$ cat src/rtl/crc_pkg.sv
// ---------------------------------------------------------------------------
// crc_pkg
// Shared definitions for the streaming CRC blocks (checker and generator).
//   state_e           : frame-level FSM states (IDLE / RUN / RESULT)
//   CRC*_POLY         : standard generator polynomials, leading 1 omitted
//   min_beats()       : fewest beats a frame can have and still carry one
//                       payload beat in front of the appended CRC
//   crc_step()        : one DATA_W-bit update of a non-reflected LFSR CRC.
//                       Widths and polynomial are arguments so that any
//                       CRC_W <= 32 / DATA_W <= 64 instance can share it.
// ---------------------------------------------------------------------------
package crc_pkg;

  typedef enum logic [1:0] {
    ST_IDLE   = 2'd0,
    ST_RUN    = 2'd1,
    ST_RESULT = 2'd2
  } state_e;

  localparam int MAX_CRC_W  = 32;
  localparam int MAX_DATA_W = 64;

  localparam logic [MAX_CRC_W-1:0] CRC8_POLY        = 32'h0000_0007;
  localparam logic [MAX_CRC_W-1:0] CRC16_CCITT_POLY = 32'h0000_1021;
  localparam logic [MAX_CRC_W-1:0] CRC32_POLY       = 32'h04C1_1DB7;

  // ceil(crc_w / data_w) beats hold the CRC itself, plus one payload beat.
  function automatic int min_beats(input int crc_w, input int data_w);
    return (crc_w + data_w - 1) / data_w + 1;
  endfunction

  // Bit-serial update unrolled over data_w bits, data MSB first. The data
  // bit is injected at the MSB feedback tap (standard non-reflected form).
  // Operands are carried at the maximum widths and masked to crc_w; the
  // data word is left-aligned so its first bit is always bit 63, which
  // keeps every bit select constant.
  function automatic logic [MAX_CRC_W-1:0] crc_step(
    input logic [MAX_CRC_W-1:0]  crc,
    input logic [MAX_DATA_W-1:0] data,
    input int                    crc_w,
    input int                    data_w,
    input logic [MAX_CRC_W-1:0]  poly
  );
    logic [MAX_CRC_W-1:0]  c;
    logic [MAX_CRC_W-1:0]  mask;
    logic [MAX_CRC_W-1:0]  msb;
    logic [MAX_DATA_W-1:0] d;
    logic                  fb;
    mask = (crc_w >= MAX_CRC_W) ? '1 : ((32'd1 << crc_w) - 32'd1);
    msb  = 32'd1 << (crc_w - 1);
    c    = crc & mask;
    d    = data << (MAX_DATA_W - data_w);
    for (int i = 0; i < MAX_DATA_W; i++) begin
      if (i < data_w) begin
        fb = ((c & msb) != '0) ^ d[MAX_DATA_W-1];
        c  = ((c << 1) ^ (fb ? poly : '0)) & mask;
        d  = d << 1;
      end
    end
    return c;
  endfunction

endpackage : crc_pkg

$ cat src/rtl/crc_step_unit.sv
// ---------------------------------------------------------------------------
// crc_step_unit
// Purely combinational DATA_W-bit CRC update: crc_o = step(crc_i, data_i).
// Kept separate from the checker FSM so the CRC generator can reuse the
// same arithmetic.
//   crc_i  [CRC_W]  : current CRC register
//   data_i [DATA_W] : beat data, MSB processed first
//   crc_o  [CRC_W]  : CRC register after the whole beat
// ---------------------------------------------------------------------------
module crc_step_unit
  import crc_pkg::*;
#(
  parameter int               CRC_W  = 8,
  parameter logic [CRC_W-1:0] POLY   = CRC_W'(CRC8_POLY),
  parameter int               DATA_W = 8
) (
  input  logic [CRC_W-1:0]  crc_i,
  input  logic [DATA_W-1:0] data_i,
  output logic [CRC_W-1:0]  crc_o
);

  logic [MAX_CRC_W-1:0] crc_full;

  always_comb begin
    crc_full = crc_step(MAX_CRC_W'(crc_i), MAX_DATA_W'(data_i),
                        CRC_W, DATA_W, MAX_CRC_W'(POLY));
  end

  assign crc_o = crc_full[CRC_W-1:0];

endmodule : crc_step_unit

$ cat config.mk
export PLATFORM = sky130hd
export DESIGN_NAME = crc_step_unit
export DESIGN_NICKNAME = d
export VERILOG_FILES = /design/src/rtl/crc_pkg.sv /design/src/rtl/crc_step_unit.sv
export SDC_FILE = /design/constraint.sdc
export NUM_CORES = 1
export LEC_CHECK = 0
export BUFFER_PORTS_ARGS = -buffer_cell sky130_fd_sc_hd__buf_2
export CORE_AREA = 2 2 39 41
export DETAILED_ROUTE_END_ITERATION = 12
export DIE_AREA = 0 0 41 43
export SLEW_MARGIN = 40
export SYNTH_ARGS = -nofsm -noshare
export SYNTH_HDL_FRONTEND = slang
export SYNTH_SLANG_ARGS = --single-unit
$ cat constraint.sdc
create_clock -name vclk -period 0.9
set_input_delay 0.09 -clock vclk [all_inputs]
set_output_delay 0.09 -clock vclk [all_outputs]
set_load 0.1 [all_outputs]
**Yosys cells after proc, flatten, opt, wreduce, memory -nomap -nowiden**

Index checks and enable logic that the tools add are counted.
Widths: inputs -> output; s select.

- Register bits: 0
- Bits of input ports: 16
- Output and inout port bits: 8
- Word-level logic and storage cells: 24

- Mux-type cells: 8
- Bitwise logic cells: 16

Operators by type and width:

| cell | number |
|---|---|
| $xor 8x3->8 | 7 |
| $mux 3 | 8 |
| $xor 1x1->1 | 8 |
| $xor 8x8->8 | 1 |

**Depth between registers and ports, before layout**

- Depth after elaboration: 24
- Mapped depth: 3
- Mapped depth without buffers: 3

**Least setup slack after synthesis**

OpenSTA, ideal clock, no wires.

- Kind: input port to output port
- Start: input data_i[7]
- End: output crc_o[3]
- Arrival: 2103 ps
- Required time: 810 ps
- Slack: -1293 ps
- Stages on the path: 3
- Buffers on the path: 0
- Path through: xnor2_1 -> xnor2_1 -> xnor2_1

- Cells in the longest elaborated chain, start to end: 12

RTL lines:

| element | RTL line | source |
|---|---|---|
| from (decl) | crc_step_unit.sv:18 | `input logic [DATA_W-1:0] data_i,` |
| $xor 1x1->1 | crc_pkg.sv:55 | `fb = ((c & msb) != '0) ^ d[MAX_DATA_W-1];` |
| $mux 3 | crc_pkg.sv:56 | `c = ((c << 1) ^ (fb ? poly : '0)) & mask;` |
| $xor 8x3->8 (6 in a row) | crc_pkg.sv:56 |  |
| $xor 1x1->1 | crc_pkg.sv:55 |  |
| $mux 3 | crc_pkg.sv:56 |  |
| $xor 8x3->8 | crc_pkg.sv:56 |  |
| $xor 8x8->8 | crc_pkg.sv:56 |  |
| to (decl) | crc_step_unit.sv:19 | `output logic [CRC_W-1:0] crc_o` |

No other way between the ends.

**Worst setup path after layout**

- Start: input crc_i[6]
- End: output crc_o[7]

- Cells in the longest elaborated chain, start to end: 10

RTL lines:

| element | RTL line | source |
|---|---|---|
| from (decl) | crc_step_unit.sv:17 | `input logic [CRC_W-1:0] crc_i,` |
| $xor 8x3->8 | crc_pkg.sv:56 |  |
| $xor 1x1->1 | crc_pkg.sv:55 |  |
| $mux 3 | crc_pkg.sv:56 |  |
| $xor 8x3->8 (6 in a row) | crc_pkg.sv:56 |  |
| $xor 8x8->8 | crc_pkg.sv:56 |  |

No other way between the ends.

==> metrics <==
worst hold slack=roughly 0.81 ns; min-delay src=data_i[1]; first-pass GRT wire length=1.34 mm; WP buf/inv=3; slew margin rel.=0.805; max cap viols=0; type of the worst setup path=in2out; CP top delay family=XOR/XNOR gates; minimum clock period=1.25 ns; Worst path max stage delay=between 0.2 and 0.3 ns; Top Ports=24; Seq/Total Area, Yosys=0; Max Freq=~800 MHz; Register Area=0 um^2; Clock Buffer Count=0; antenna cells=0; Syn Nets=37; Final Cycle Share=1.39; number of setup violations in the final report=8; Worst Max-Slew Pin Slew=0.292 ns; Yosys top cell area share=0.571; routability cong.=0.664; WL final=720 um; RSZ-0062 raised after global routing=yes; Lkg Pwr=0.000401 uW; Yosys top cell by area=xnor2_1; starting density of the core=0.133; Final Non-Filler Cells=72; Worst path slowest cell=xor2_4; crit path max fanout=2; Arrival @ worst endpoint=~1.2 ns; width of the die=41 um; worst setup margin=-0.348 ns; post-detail-place hpwl=a little under 700 um; Cells after DPL=68; DRT Pass-1 Iters=2; most frequent cells in the layout=xnor2_4 (10), buf_12 (10), xor2_4 (9); die area=between 1500 and 2000 um^2; synthesis-to-layout area growth=446%; via count=around 270; outcome=finished with violations; GRT Residual Overflow=0; CP endpoint kind=output pin; core area=1380 um^2; GR Util All Layers=0.109; synth warn=0; synth top area cells=xnor2_1 (57%), xor2_1 (43%); Die H=43 um; failing checks=negative setup slack; vias per cell=3.71; Yosys cell types=2; cell count after synthesis=21; critical path's most frequent cell=xor2_4; final slew viol count=0; sequential cell count=0; DR DRC count=0; fin area=1000 um^2; port buffer count=24; share of layout cells above drive strength 1=1.00; Critical Path RT=0.81 ns; Hold Path Class=in2out; DR iter-0 viols=1; Post-Syn Area=184 um^2; placed cell areas=873 um^2; initial antenna violation count=0; Pwr Density=2350 nW/um^2; Worst VDD drop=roughly 1.3 mV; row count=14; final antenna-violating net count=0; number of global-route vias before repair=slightly above 300; final hold vios=0; CP cell instances=buf_8 -> xor2_4 -> xor2_4 -> buf_12 -> xor2_4 -> buf_12; Crit. Startpoint=crc_i[6]; critical path startpoint category=input pin; Avg Inst Size Synth=8.76 um^2; Total Power=2360 uW; fin nets=74; DR WL/cell=about 10 um; largest net degree at the start of global routing=4
==> Yosys cell counts <==
| library cell | count |
|---|---|
| xor2_1 | 9 |
| xnor2_1 | 12 |
==> path summary, 6_finish.rpt <==
| kind | end | slack [ns] | cells after the start |
|---|---|---|---|
| max | crc_o[7] | -0.35 | 6 |
| min | crc_o[3] | 0.81 | 5 |
==> kinds of logic (layout without fill, tap and decap cells) <==
group                     Yosys count  in the layout  synth area share
xor gates and xnor gates           21             21              1.00
buffers and inverters               0             35                 0
==> repair_timing <==
item,CTS,global route
resized for setup,22,4
buffers inserted,4,1
setup endpoints to repair,8,8
cloned,0,0
hold buffers,0,0
pin swaps,15,7
==> final cells by class <==
class                      count  area (um^2)
multi-input combinational     21          556
fill                          81          379
timing repair buffer          35          429
tap                           16         20.0
==> power breakdown <==
part	leakage, uW	total, uW	switching (uW)	internal, uW
clock	0	0	0	0
combinational	0.000401	2360	1350	1010
sequential	0	0	0	0
total	0.000401	2360	1350	1010
==> routing by layer <==
layer / global-route usage / vias to the layer above / part of all wire
met5: 0 / - / 0
met4: 0.0200 / 0 / 0.026
met3: 0.0105 / 2 / 0.078
met2: 0.206 / 14 / 0.67
met1: 0.120 / 125 / 0.22
li1: - / 126 / -
==> metrics by stage <==
step	setup TNS (ns)	setup WS [ns]	util
after floorplan	-3.33	-0.481	-
after global placement	-2.79	-0.395	0.631
after detailed placement	-2.98	-0.432	0.631
after CTS	-2.48	-0.363	0.704
after global routing	-2.82	-0.405	0.726
final	-2.47	-0.348	0.726
Note: power is estimated with default switching activity, not from simulation.
